File: src/rtl/serial_fa_if.sv
// serial_fa_if: start/done operand and result bundle for the bit-serial adder
interface serial_fa_if #(parameter int WIDTH = 8);
  logic             start;
  logic             sub;
  logic [WIDTH-1:0] a;
  logic [WIDTH-1:0] b;
  logic             cin;
  logic             busy;
  logic             done;
  logic [WIDTH-1:0] sum;
  logic             cout;
  logic             ovf;
  modport master (output start, sub, a, b, cin, input busy, done, sum, cout, ovf);
  modport slave (input start, sub, a, b, cin, output busy, done, sum, cout, ovf);
endinterface

File: src/rtl/serial_fa_seq.sv
// serial_fa_seq: LSB-first bit-serial add/subtract through a single full-adder cell
module serial_fa_seq #(
  parameter int WIDTH = 8
) (
  input logic        clk,
  input logic        rst,
  serial_fa_if.slave io
);
  localparam int CNT_W = $clog2(WIDTH) + 1;
  typedef enum logic [1:0] {IDLE, RUN, DONE} state_t;
  state_t           state_q, state_d;
  logic [WIDTH-1:0] a_q, a_d, b_q, b_d, sum_q, sum_d;
  logic [CNT_W-1:0] cnt_q, cnt_d;
  logic             carry_q, carry_d, cout_q, cout_d, ovf_q, ovf_d;
  logic             s, co, last;
  // subtraction is a + ~b + 1: invert b at capture and seed the carry with 1
  always_comb begin
    s       = a_q[0] ^ b_q[0] ^ carry_q;
    co      = (a_q[0] & b_q[0]) | (carry_q & (a_q[0] ^ b_q[0]));
    last    = cnt_q == CNT_W'(WIDTH - 1);
    state_d = state_q;
    a_d     = a_q;
    b_d     = b_q;
    sum_d   = sum_q;
    cnt_d   = cnt_q;
    carry_d = carry_q;
    cout_d  = cout_q;
    ovf_d   = ovf_q;
    case (state_q)
      IDLE: if (io.start) begin
        state_d = RUN;
        a_d     = io.a;
        b_d     = io.sub ? ~io.b : io.b;
        carry_d = io.sub | io.cin;
        cnt_d   = '0;
      end
      RUN: begin
        sum_d   = {s, sum_q[WIDTH-1:1]};
        carry_d = co;
        a_d     = a_q >> 1;
        b_d     = b_q >> 1;
        cnt_d   = cnt_q + CNT_W'(1);
        if (last) begin
          cout_d  = co;
          ovf_d   = carry_q ^ co;
          state_d = DONE;
        end
      end
      default: state_d = IDLE;
    endcase
  end
  always_ff @(posedge clk or posedge rst) begin
    if (rst) begin
      state_q <= IDLE;
      a_q     <= '0;
      b_q     <= '0;
      sum_q   <= '0;
      cnt_q   <= '0;
      carry_q <= 1'b0;
      cout_q  <= 1'b0;
      ovf_q   <= 1'b0;
    end else begin
      state_q <= state_d;
      a_q     <= a_d;
      b_q     <= b_d;
      sum_q   <= sum_d;
      cnt_q   <= cnt_d;
      carry_q <= carry_d;
      cout_q  <= cout_d;
      ovf_q   <= ovf_d;
    end
  end
  assign io.busy = state_q == RUN;
  assign io.done = state_q == DONE;
  assign io.sum  = sum_q;
  assign io.cout = cout_q;
  assign io.ovf  = ovf_q;
endmodule

File: src/flat_wrapper.sv
// flat-port wrapper written by rule: the top's interface ports become plain ports
module serial_fa_seq_flat 
#(
  parameter int WIDTH = 8
)
  (clk, rst, io_start, io_sub, io_a, io_b, io_cin, io_busy, io_done, io_sum, io_cout, io_ovf);
  serial_fa_if #(.WIDTH(WIDTH)) io_i ();
  input logic clk;
  input logic rst;
  input wire logic [$bits(io_i.start)-1:0] io_start;
  input wire logic [$bits(io_i.sub)-1:0] io_sub;
  input wire logic [$bits(io_i.a)-1:0] io_a;
  input wire logic [$bits(io_i.b)-1:0] io_b;
  input wire logic [$bits(io_i.cin)-1:0] io_cin;
  output wire logic [$bits(io_i.busy)-1:0] io_busy;
  output wire logic [$bits(io_i.done)-1:0] io_done;
  output wire logic [$bits(io_i.sum)-1:0] io_sum;
  output wire logic [$bits(io_i.cout)-1:0] io_cout;
  output wire logic [$bits(io_i.ovf)-1:0] io_ovf;
  assign io_i.start = io_start;
  assign io_i.sub = io_sub;
  assign io_i.a = io_a;
  assign io_i.b = io_b;
  assign io_i.cin = io_cin;
  assign io_busy = io_i.busy;
  assign io_done = io_i.done;
  assign io_sum = io_i.sum;
  assign io_cout = io_i.cout;
  assign io_ovf = io_i.ovf;
  serial_fa_seq #(.WIDTH(WIDTH)) u_core (.clk(clk), .rst(rst), .io(io_i));
endmodule
File: config.mk
export PLATFORM = sky130hd
export DESIGN_NAME = serial_fa_seq_flat
export DESIGN_NICKNAME = d
export VERILOG_FILES = /design/src/rtl/serial_fa_if.sv /design/src/rtl/serial_fa_seq.sv /design/src/flat_wrapper.sv
export SDC_FILE = /design/constraint.sdc
export NUM_CORES = 1
export LEC_CHECK = 0
export ABC_CLOCK_PERIOD_IN_PS = 3700
export CAP_MARGIN = 25
export CORE_MARGIN = 2
export CORE_UTILIZATION = 35
export CTS_BUF_LIST = sky130_fd_sc_hd__clkbuf_4
export DETAILED_ROUTE_END_ITERATION = 10
export GPL_ROUTABILITY_DRIVEN = 0
export GPL_TIMING_DRIVEN = 1
export SETUP_SLACK_MARGIN = 0.4
export SLEW_MARGIN = 20
export SYNTH_ARGS = -nofsm -noshare
export SYNTH_HDL_FRONTEND = slang
export SYNTH_SLANG_ARGS = --single-unit
File: constraint.sdc
create_clock -name clk -period 3.7 [get_ports clk]
set_clock_uncertainty 0.2 [all_clocks]
set_input_delay 1.11 -clock clk [delete_from_list [all_inputs] [get_ports clk]]
set_output_delay 1.11 -clock clk [all_outputs]
set_load 0.005 [all_outputs]
==> impl_metrics.toml, run 1 <==
[outcome]
run_status = "completed"

[critical_path]
timing.rr.start = "u_core.state_q[1]$_DFFE_PP0P_"
reg_to_reg_endpoint = "u_core.io.ovf$_DFFE_PP0P_"
nature_of_the_critical_path_endpoint = "primary output"
timing.critical_path.fanout_max = 12
reg2regPathDepth = 4
critPathArrivalTime_ns = 1.76
crit_path_start_kind = "flop"
slowest_delay_ns = 0.53
timing.critical_path.cells = "nand2b_1 > buf_4 > clkinvlp_4 > clkdlybuf4s50_1"
required_ns = 2.39
rrSetupSlack_ns = 2.00
critPathSlowestCell = "sky130_fd_sc_hd__clkdlybuf4s50_1"
criticalPathCategory = "flop to primary output"

[layout]
antenna_diode_count = 0
nNetsFinal = 214
final-instance-count-excl-fill = 242
sequential_cell_area_um2 = 827.0
drive_gt1_share_pct = 10.94
multi_input_comb_area_um2 = 638.1
syn2layout_area_growth_pct = 30.12
final_util_pct = 48.29
final_layout_fill_cell_count = 395

[drt]
post_drt_via_cell_ratio = 5.116
drt_first_pass_iters = 4
post-route-drc-count = 0
totalWireLength_mm = 3.209
detailroute.via_count = 1238
detail_route.wl_per_cell_um = 13.26
drt_iter0_markers = 63
drtAntennaViolNets = 0

[cts]
ctsHtreeMaxLevel = 2
clkSlewWorstSetupHoldPaths_ns = 0.11
worst_skew_pair.late_latency_ns = 0.33
cts_made_buffers = 5
cts_tree = "built"
clockBufferDepth = 2
hold_buffers = 0
cts_num_sinks = 33
cts_root_buf = "sky130_fd_sc_hd__clkbuf_4"

[sta]
slew_headroom_pct = 60.65
rsz0062_at_grt = "false"
max_freq_mhz = 325.5
slew_viol_final = 0
final-setup-viol-count = 0
final_min_period_over_clock_period_pct = 83.03
whs_ns = 0.2971
final.setup.tns_ns = 0
final-hold-violation-count = 0
final_period_minus_worst_setup_slack_ns = 3.072
worst_slew_pin_slew_ns = 0.5890

[place]
numPortBuffers = 32
dp_cells = 232
dp.final_hpwl_mm = 2.180

[synthesis]
synthesis.instances = 154
synth_area_per_cell_um2 = 9.847
yosys.cell_types.count = 28
postSynthRegisterBits = 33
synthesis.yosys.warnings = 0
synth_area_um2 = 1516
yosysSeqAreaShare_pct = 54.46
synth_fp_nets = 177

[pwr]
power_per_cell_area_nw_per_um2 = 722.7
leakagePower_nw = 0.9050
vdd_ir_drop_max_v = 0.0002433

[die]
io_pins = 33
design.core.area_um2 = 4086
die_ar_um2 = 4876
core.rowCount = 23
initial_utilization_pct = 37.11
die_h_um = 69.83
die_width_um = 69.83

[worst_hold_path]
min_delay_path_depth = 2
hold_path.class = "flop to flop"
hold-path-endpoint = "u_core.b_q[3]$_DFFE_PP0P_"
min_from = "u_core.b_q[3]$_DFFE_PP0P_"

[global_route]
antenna_found_initial = 0
grt_pass1_vias = 1219
grt_first_pass_wirelength_mm = 5.382
track_usage_pct = 13.65
grt_overflow = 0
largest_net_degree_at_the_start_of_global_routing = 34

[flow_run]
number_of_max_cap_violations = 0
-- layout by cell type (no fill, tap or decap) --
cell	netlist	layout
sky130_fd_sc_hd__a21oi_1	1	1
sky130_fd_sc_hd__a222oi_1	1	1
sky130_fd_sc_hd__a22o_1	2	2
sky130_fd_sc_hd__a22oi_1	9	9
sky130_fd_sc_hd__a31oi_1	2	2
sky130_fd_sc_hd__a32oi_1	6	6
sky130_fd_sc_hd__and2_1	1	1
sky130_fd_sc_hd__buf_4	0	7
sky130_fd_sc_hd__clkbuf_4	0	5
sky130_fd_sc_hd__clkdlybuf4s50_1	0	32
sky130_fd_sc_hd__clkinv_1	1	2
sky130_fd_sc_hd__clkinv_2	0	1
sky130_fd_sc_hd__clkinvlp_4	0	2
sky130_fd_sc_hd__dfrtp_1	33	32
sky130_fd_sc_hd__dfrtp_2	0	1
sky130_fd_sc_hd__fa_1	1	1
sky130_fd_sc_hd__ha_1	1	1
sky130_fd_sc_hd__inv_1	3	2
sky130_fd_sc_hd__mux2_2	2	2
sky130_fd_sc_hd__mux2i_1	1	1
sky130_fd_sc_hd__nand2_1	48	48
sky130_fd_sc_hd__nand2b_1	2	2
sky130_fd_sc_hd__nand3_1	1	1
sky130_fd_sc_hd__nor2_1	2	2
sky130_fd_sc_hd__nor2b_1	3	3
sky130_fd_sc_hd__nor3_2	1	1
sky130_fd_sc_hd__nor3b_2	1	1
sky130_fd_sc_hd__o21ai_0	11	11
sky130_fd_sc_hd__o21bai_1	1	1
sky130_fd_sc_hd__o31ai_1	1	1
sky130_fd_sc_hd__or2_2	1	1
sky130_fd_sc_hd__xor2_1	9	9
-- how the worst max path moves through the flow --
| stage | from | to | slack (ns) |
|---|---|---|---|
| global placement | u_core.state_q[1]$_DFFE_PP0P_ | io_busy | 0.68 |
| finish | u_core.state_q[1]$_DFFE_PP0P_ | io_busy | 0.63 |
| detailed placement | u_core.state_q[1]$_DFFE_PP0P_ | io_busy | 0.64 |
| CTS | u_core.state_q[1]$_DFFE_PP0P_ | io_done | 0.34 |
| floorplan | u_core.state_q[1]$_DFFE_PP0P_ | io_busy | 1.56 |
| global route | u_core.state_q[1]$_DFFE_PP0P_ | io_busy | 0.54 |
-- what timing repair did --
item                                    in CTS  in global routing
setup buffers                                0                  2
endpoints found under the hold margin        0                  0
resized for setup                            1                  2
endpoints found under the setup margin       2                  2
-- logic make-up after synthesis --
logic type               share of synthesized area (%)
XOR/XNOR                                         5.198
buffers and inverters                            3.465
adder cells (fa/ha/maj)                          2.145
flip-flops                                       54.46
AO/OA/AOI/OAI                                    15.51
multiplexers                                     2.145
AND/OR/NAND/NOR                                  17.08
-- state kept, by name, summed over array words and instances, names as in the netlist --
signal	cells
u_core.io.ovf	1
u_core.carry_q	1
u_core.io.cout	1
u_core.cnt_q	4
u_core.b_q	8
u_core.state_q	2
u_core.a_q	8
u_core.io.sum	8
-- layer usage --
layer | share of wire, % | up-vias | global-route usage [%]
li1 | - | 599 | -
met1 | 47 | 599 | 17.17
met2 | 46 | 35 | 22.54
met3 | 5.6 | 5 | 4.506
met4 | 0.97 | 0 | 3.632
met5 | 0 | - | 0
-- area by class of cell --
cell class | instances | share of cell area, %
multi-input combinational | 108 | 32.34
sequential | 33 | 41.92
tap | 50 | 3.171
inverter | 4 | 1.141
timing repair buffer | 39 | 18.90
clock buffer | 5 | 1.902
clock inverter | 3 | 0.6341
-- cells in the mapped netlist --
| cell | count | area [µm²] |
|---|---|---|
| sky130_fd_sc_hd__clkinv_1 | 1 | 3.750 |
| sky130_fd_sc_hd__a22o_1 | 2 | 17.52 |
| sky130_fd_sc_hd__nor3_2 | 1 | 10.01 |
| sky130_fd_sc_hd__o21bai_1 | 1 | 7.510 |
| sky130_fd_sc_hd__xor2_1 | 9 | 78.83 |
| sky130_fd_sc_hd__o31ai_1 | 1 | 7.510 |
| sky130_fd_sc_hd__mux2i_1 | 1 | 10.01 |
| sky130_fd_sc_hd__inv_1 | 3 | 11.26 |
| sky130_fd_sc_hd__mux2_2 | 2 | 22.52 |
| sky130_fd_sc_hd__a22oi_1 | 9 | 67.56 |
| sky130_fd_sc_hd__a31oi_1 | 2 | 12.51 |
| sky130_fd_sc_hd__fa_1 | 1 | 20.02 |
| sky130_fd_sc_hd__nand3_1 | 1 | 5.000 |
| sky130_fd_sc_hd__ha_1 | 1 | 12.51 |
| sky130_fd_sc_hd__nor3b_2 | 1 | 12.51 |
| sky130_fd_sc_hd__a21oi_1 | 1 | 5.000 |
| sky130_fd_sc_hd__a32oi_1 | 6 | 52.55 |
| sky130_fd_sc_hd__nand2_1 | 48 | 180.2 |
| sky130_fd_sc_hd__dfrtp_1 | 33 | 825.8 |
| sky130_fd_sc_hd__or2_2 | 1 | 6.260 |
| sky130_fd_sc_hd__clkbuf_1 | 6 | 22.52 |
| sky130_fd_sc_hd__buf_2 | 3 | 15.01 |
| sky130_fd_sc_hd__nor2b_1 | 3 | 18.77 |
| sky130_fd_sc_hd__and2_1 | 1 | 6.260 |
| sky130_fd_sc_hd__a222oi_1 | 1 | 10.01 |
| sky130_fd_sc_hd__nor2_1 | 2 | 7.510 |
| sky130_fd_sc_hd__o21ai_0 | 11 | 55.05 |
| sky130_fd_sc_hd__nand2b_1 | 2 | 12.51 |
-- critical path, delay by kind of cell, from the launching register on --
kind	cells	cell delay [ns]
buf+inv	3	0.89
flops	1	0.41
simple gates	1	0.13
-- power breakdown --
group / internal [W] / leakage, nW / total (W) / switching, W
clock network: 0.0000687 / 0.0300 / 0.000194 / 0.000125
logic: 0.000304 / 0.448 / 0.000620 / 0.000316
registers: 0.000510 / 0.427 / 0.000612 / 0.000103
-- through the flow --
stage          instance area [µm²]  setup slack, ns  total power, W
6_report                      1973           0.6278        0.001426
5_1_grt                       1973           0.5406        0.001541
4_1_cts                       1953           0.3365        0.001431
3_5_place_dp                  1899           0.6350        0.001232
3_3_place_gp                  1899           0.6842        0.001203
2_1_floorplan                 1516            1.565       0.0009779
Note: power is estimated with default switching activity, not from simulation.
==> run 2: changes to the inputs <==
ABC_CLOCK_PERIOD_IN_PS = 2520   (was 3700)
clock period = 2.52 ns   (was 3.7 ns; I/O delays follow)
==> impl_metrics.toml, run 2 (synthesized netlist as in run 1, its figures left out) <==
[outcome]
run_status = "completed"

[cts]
hold_buffers = 0
worst_skew_pair.late_latency_ns = 0.33
cts_num_sinks = 33
cts_tree = "built"
ctsHtreeMaxLevel = 2
cts_made_buffers = 5
clockBufferDepth = 2
clkSlewWorstSetupHoldPaths_ns = 0.10
cts_root_buf = "sky130_fd_sc_hd__clkbuf_4"

[global_route]
grt_overflow = 0
track_usage_pct = 15.36
grt_pass1_vias = 1346
grt_first_pass_wirelength_mm = 5.940
antenna_found_initial = 0
largest_net_degree_at_the_start_of_global_routing = 34

[pwr]
total_switching_power_w = 0.0008294
leakagePower_nw = 1.006
power.sequential.fraction_pct = 40.9
clock_power_share_pct = 13.1
switching_part_of_the_total_pct = 38.01
power_per_cell_area_nw_per_um2 = 1063
p_int_w = 0.001352
vdd_ir_drop_max_v = 0.0003795
power.combinational.fraction_pct = 45.9

[die]
die_width_um = 69.83
initial_utilization_pct = 37.11
io_pins = 33
die_ar_um2 = 4876
core.rowCount = 23
die_h_um = 69.83
design.core.area_um2 = 4086

[sta]
max_freq_mhz = 478.7
worst_slew_pin_slew_ns = 0.4802
slew_viol_final = 0
final.setup.tns_ns = 0
final-setup-viol-count = 0
slew_headroom_pct = 67.85
rsz0062_at_grt = "true"
final_min_period_over_clock_period_pct = 82.90
final-hold-violation-count = 0
whs_ns = 0.2780
final_period_minus_worst_setup_slack_ns = 2.089

[critical_path]
nature_of_the_critical_path_endpoint = "primary output"
reg2regPathDepth = 5
slowest_delay_ns = 0.40
critPathArrivalTime_ns = 1.13
required_ns = 1.56
criticalPathCategory = "flop to primary output"
reg_to_reg_endpoint = "u_core.io.ovf$_DFFE_PP0P_"
worst_path_most_repeated_cell = "sky130_fd_sc_hd__buf_6"
timing.critical_path.cells = "buf_6 > nand2b_4 > inv_4 > buf_6"
rrSetupSlack_ns = 0.77
timing.rr.start = "u_core.state_q[1]$_DFFE_PP0P_"
timing.critical_path.fanout_max = 2
crit_path_start_kind = "flop"
critPathSlowestCell = "sky130_fd_sc_hd__dfrtp_1"

[layout]
syn2layout_area_growth_pct = 35.40
layout_commonest_cell = "sky130_fd_sc_hd__nand2_1"
final_util_pct = 50.24
drive_gt1_share_pct = 17.73
highest_count_cells_in_the_layout_ignoring_fill_and_taps = "48 x sky130_fd_sc_hd__nand2_1, 33 x sky130_fd_sc_hd__dfrtp_1, 20 x sky130_fd_sc_hd__clkdlybuf4s50_1"
nNetsFinal = 226
antenna_diode_count = 0

[worst_hold_path]
min_from = "u_core.io.sum[0]$_DFFE_PP0N_"
hold_path.class = "flop to flop"
hold-path-endpoint = "u_core.io.sum[0]$_DFFE_PP0N_"
min_delay_path_depth = 2

[drt]
post_drt_via_cell_ratio = 5.146
drtAntennaViolNets = 0
detailroute.via_count = 1302
drt_iter0_markers = 76
drt_first_pass_iters = 5
totalWireLength_mm = 3.392
detail_route.wl_per_cell_um = 13.41
post-route-drc-count = 0

[flow_run]
number_of_max_cap_violations = 0

[place]
numPortBuffers = 32
dp.final_hpwl_mm = 2.337
-- run 2: changes by cell type in the layout (fill, tap and decap cells not counted), moves of 2 or more --
cell                              previous run  this run
sky130_fd_sc_hd__clkinvlp_4                  2         0
sky130_fd_sc_hd__clkdlybuf4s50_1            32        20
sky130_fd_sc_hd__dlygate4sd2_1               0        10
sky130_fd_sc_hd__buf_4                       7        18
sky130_fd_sc_hd__buf_6                       0         2
-- run 2: worst max-delay path by stage --
stage                                      to  slack (ns)                     startpoint
CTS                                   io_done        0.36  u_core.state_q[1]$_DFFE_PP0P_
floorplan                             io_busy        0.74  u_core.state_q[1]$_DFFE_PP0P_
global placement    u_core.b_q[6]$_DFFE_PP0P_        0.26                       io_start
detailed placement  u_core.b_q[6]$_DFFE_PP0P_        0.17                       io_start
global route                          io_busy        0.39  u_core.state_q[1]$_DFFE_PP0P_
finish                                io_busy        0.43  u_core.state_q[1]$_DFFE_PP0P_
-- run 2: critical path: cells and delay by family, from the launching register on --
| family | cells | cell delay [ns] |
|---|---|---|
| flops | 1 | 0.40 |
| simple gates | 1 | 0.14 |
| buf+inv | 3 | 0.25 |
-- run 2: stage by stage --
step | setup slack (ns) | cell area, µm² | std cells | power, W
after floorplan | 0.7389 | 1516 | 154 | 0.001436
after global placement | 0.2616 | 1937 | 237 | 0.001802
after detailed placement | 0.1657 | 1937 | 237 | 0.001855
after CTS | 0.3564 | 2047 | 253 | 0.002179
after global routing | 0.3881 | 2053 | 253 | 0.002376
final | 0.4310 | 2053 | 253 | 0.002182
-- run 2: area by class of cell --
class	instances	area, µm²
Sequential cell	33	825.8
Clock buffer	6	45.04
Inverter	4	17.52
Multi-Input combinational cell	108	648.1
Timing Repair Buffer	51	450.4
Tap cell	50	62.56
Fill cell	370	2033
Clock inverter	1	3.754
-- run 2: what timing repair did --
| action | in CTS | in global routing |
|---|---|---|
| buffers inserted | 9 | 0 |
| gates resized for setup | 20 | 5 |
| pin swaps | 1 | 1 |
| setup endpoints to repair | 12 | 2 |
-- run 2: layer usage --
layer  GRT usage [%]  wire [µm]  up-vias
li1                -          -      618
met1           17.64       1445      624
met2           25.61       1639       51
met3           4.797        223        9
met4           7.906         84        0
met5               0          0        -
-- run 2: power by group through the flow --
| stage | combinational, W | clock [W] | sequential [W] |
|---|---|---|---|
| after floorplan | 0.000545 | 0 | 0.000891 |
| after global placement | 0.000903 | 0 | 0.000899 |
| after detailed placement | 0.000946 | 0 | 0.000909 |
| after CTS | 0.000987 | 0.000300 | 0.000892 |
| after global routing | 0.00113 | 0.000323 | 0.000921 |
| final | 0.00100 | 0.000286 | 0.000893 |
==> run 3: changes to the inputs <==
ABC_CLOCK_PERIOD_IN_PS = 1650   (was 2520)
clock period = 1.65 ns   (was 2.52 ns; I/O delays follow)
==> impl_metrics.toml, run 3 (synthesized netlist as in run 1, its figures left out) <==
[drt]
post_drt_via_cell_ratio = 5.033
post-route-drc-count = 0
drtAntennaViolNets = 0
detail_route.wl_per_cell_um = 13.70
totalWireLength_mm = 3.780
detailroute.via_count = 1389
drt_iter0_markers = 94
drt_first_pass_iters = 5

[place]
dp.final_hpwl_mm = 2.431
numPortBuffers = 32

[sta]
slew_headroom_pct = 80.20
worst_slew_pin_slew_ns = 0.2970
setup_ws_final_ns = -0.1888
final_min_period_over_clock_period_pct = 111.4
final-hold-violation-count = 0
max_freq_mhz = 543.8
final-setup-viol-count = 22
whs_ns = 0.2997
final_period_minus_worst_setup_slack_ns = 1.839
slew_viol_final = 0
rsz0062_at_grt = "true"

[die]
die_ar_um2 = 4876
die_h_um = 69.83
core.rowCount = 23
io_pins = 33
design.core.area_um2 = 4086
initial_utilization_pct = 37.11
die_width_um = 69.83

[layout]
syn2layout_area_growth_pct = 62.29
final_util_pct = 60.23
highest_count_cells_in_the_layout_ignoring_fill_and_taps = "32 x sky130_fd_sc_hd__dfrtp_1, 26 x sky130_fd_sc_hd__nand2_2, 26 x sky130_fd_sc_hd__buf_4"
layout_commonest_cell = "sky130_fd_sc_hd__dfrtp_1"
antenna_diode_count = 0
drive_gt1_share_pct = 49.56
nNetsFinal = 248

[worst_hold_path]
hold_path.class = "flop to flop"
hold-path-endpoint = "u_core.b_q[4]$_DFFE_PP0P_"
min_delay_path_depth = 2
min_from = "u_core.b_q[4]$_DFFE_PP0P_"

[global_route]
grt_overflow = 0
grt_first_pass_wirelength_mm = 6.285
track_usage_pct = 16.19
antenna_found_initial = 0
largest_net_degree_at_the_start_of_global_routing = 34
grt_pass1_vias = 1369

[cts]
ctsHtreeMaxLevel = 2
cts_made_buffers = 5
worst_skew_pair.late_latency_ns = 0.34
clkSlewWorstSetupHoldPaths_ns = 0.11
cts_tree = "built"
cts_root_buf = "sky130_fd_sc_hd__clkbuf_4"
clockBufferDepth = 2
cts_num_sinks = 33

[pwr]
leakagePower_nw = 1.211
power_per_cell_area_nw_per_um2 = 1740
vdd_ir_drop_max_v = 0.0006803

[critical_path]
required_ns = 0.95
worstSetupStartpoint = "u_core.state_q[1]$_DFFE_PP0P_"
critPathArrivalTime_ns = 1.14
rrSetupSlack_ns = -0.14
reg_to_reg_endpoint = "u_core.cnt_q[3]$_DFFE_PP0P_"
timing.rr.start = "u_core.state_q[1]$_DFFE_PP0P_"
criticalPathCategory = "flop to primary output"
crit_path_start_kind = "flop"
nature_of_the_critical_path_endpoint = "primary output"
reg2regPathDepth = 8
timing.critical_path.fanout_max = 2

[outcome]
violations_in_the_final_reports = "setup timing"
run_status = "finished with violations"

[flow_run]
number_of_max_cap_violations = 0
run 3: cell count changes in the layout (fill, tap and decap cells not counted), moves of 4 or more:
cell / delta
sky130_fd_sc_hd__o21ai_0: -11
sky130_fd_sc_hd__o21ai_2: +6
sky130_fd_sc_hd__nand2_2: +26
sky130_fd_sc_hd__buf_2: +10
sky130_fd_sc_hd__buf_4: +8
sky130_fd_sc_hd__dlygate4sd2_1: -9
sky130_fd_sc_hd__o21ai_1: +5
sky130_fd_sc_hd__nand2_1: -30
sky130_fd_sc_hd__buf_6: +10
sky130_fd_sc_hd__nand2_4: +4
run 3: how the worst max path moves through the flow:
stage,end,slack [ns],cells after the start
after global placement,u_core.b_q[6]$_DFFE_PP0P_,-0.38,5
after global routing,io_busy,-0.25,4
final,io_busy,-0.19,4
after floorplan,u_core.io.ovf$_DFFE_PP0P_,0.16,3
after CTS,io_busy,-0.20,4
after detailed placement,u_core.a_q[1]$_DFFE_PP0P_,-0.49,4
run 3: layout make-up:
cell class / count / area [µm²]
fill: 337 / 1625
sequential: 33 / 827.0
multi-input combinational: 108 / 823.3
timing repair buffer: 73 / 649.4
tap: 50 / 62.56
clock buffer: 6 / 45.04
clock inverter: 2 / 33.78
inverter: 4 / 20.02
run 3: through the flow:
step           setup WS, ns  setup TNS, ns  power [W]  cell area, µm²  cells
6_report            -0.1888         -2.032   0.004281            2461    276
4_1_cts             -0.2006        -0.3565   0.003834            2248    264
3_3_place_gp        -0.3763         -7.223   0.002865            2009    241
3_5_place_dp        -0.4880         -8.554   0.002942            2009    241
2_1_floorplan        0.1572              0   0.002339            1585    154
5_1_grt             -0.2490         -3.385   0.004613            2461    276
run 3: per-layer routing:
layer | part of all wire [%] | track usage (%) | up-vias
met3 | 5.1 | 4.942 | 8
met5 | 0 | 0 | -
met2 | 51 | 27.83 | 34
met1 | 42 | 19.30 | 677
met4 | 1.8 | 5.128 | 0
li1 | - | - | 670
run 3: what timing repair did:
action | 4_1_cts | 5_1_grt
resized for setup | 80 | 38
hold buffers | 0 | 0
endpoints found under the setup margin | 38 | 45
buffers inserted | 15 | 12
pin swaps | 4 | 16
run 3: report_power, final:
| part | leakage (nW) | switching, W | internal, W |
|---|---|---|---|
| registers | 0.428 | 0.000262 | 0.00114 |
| clock network | 0.0433 | 0.000275 | 0.000332 |
| logic | 0.740 | 0.00106 | 0.00120 |
run 3: critical path, stage by stage, from the launching register on:
cell                       delay (ns)
sky130_fd_sc_hd__dfrtp_1         0.40
sky130_fd_sc_hd__buf_6           0.12
sky130_fd_sc_hd__nand2b_4        0.14
sky130_fd_sc_hd__inv_2           0.06
sky130_fd_sc_hd__buf_6           0.09
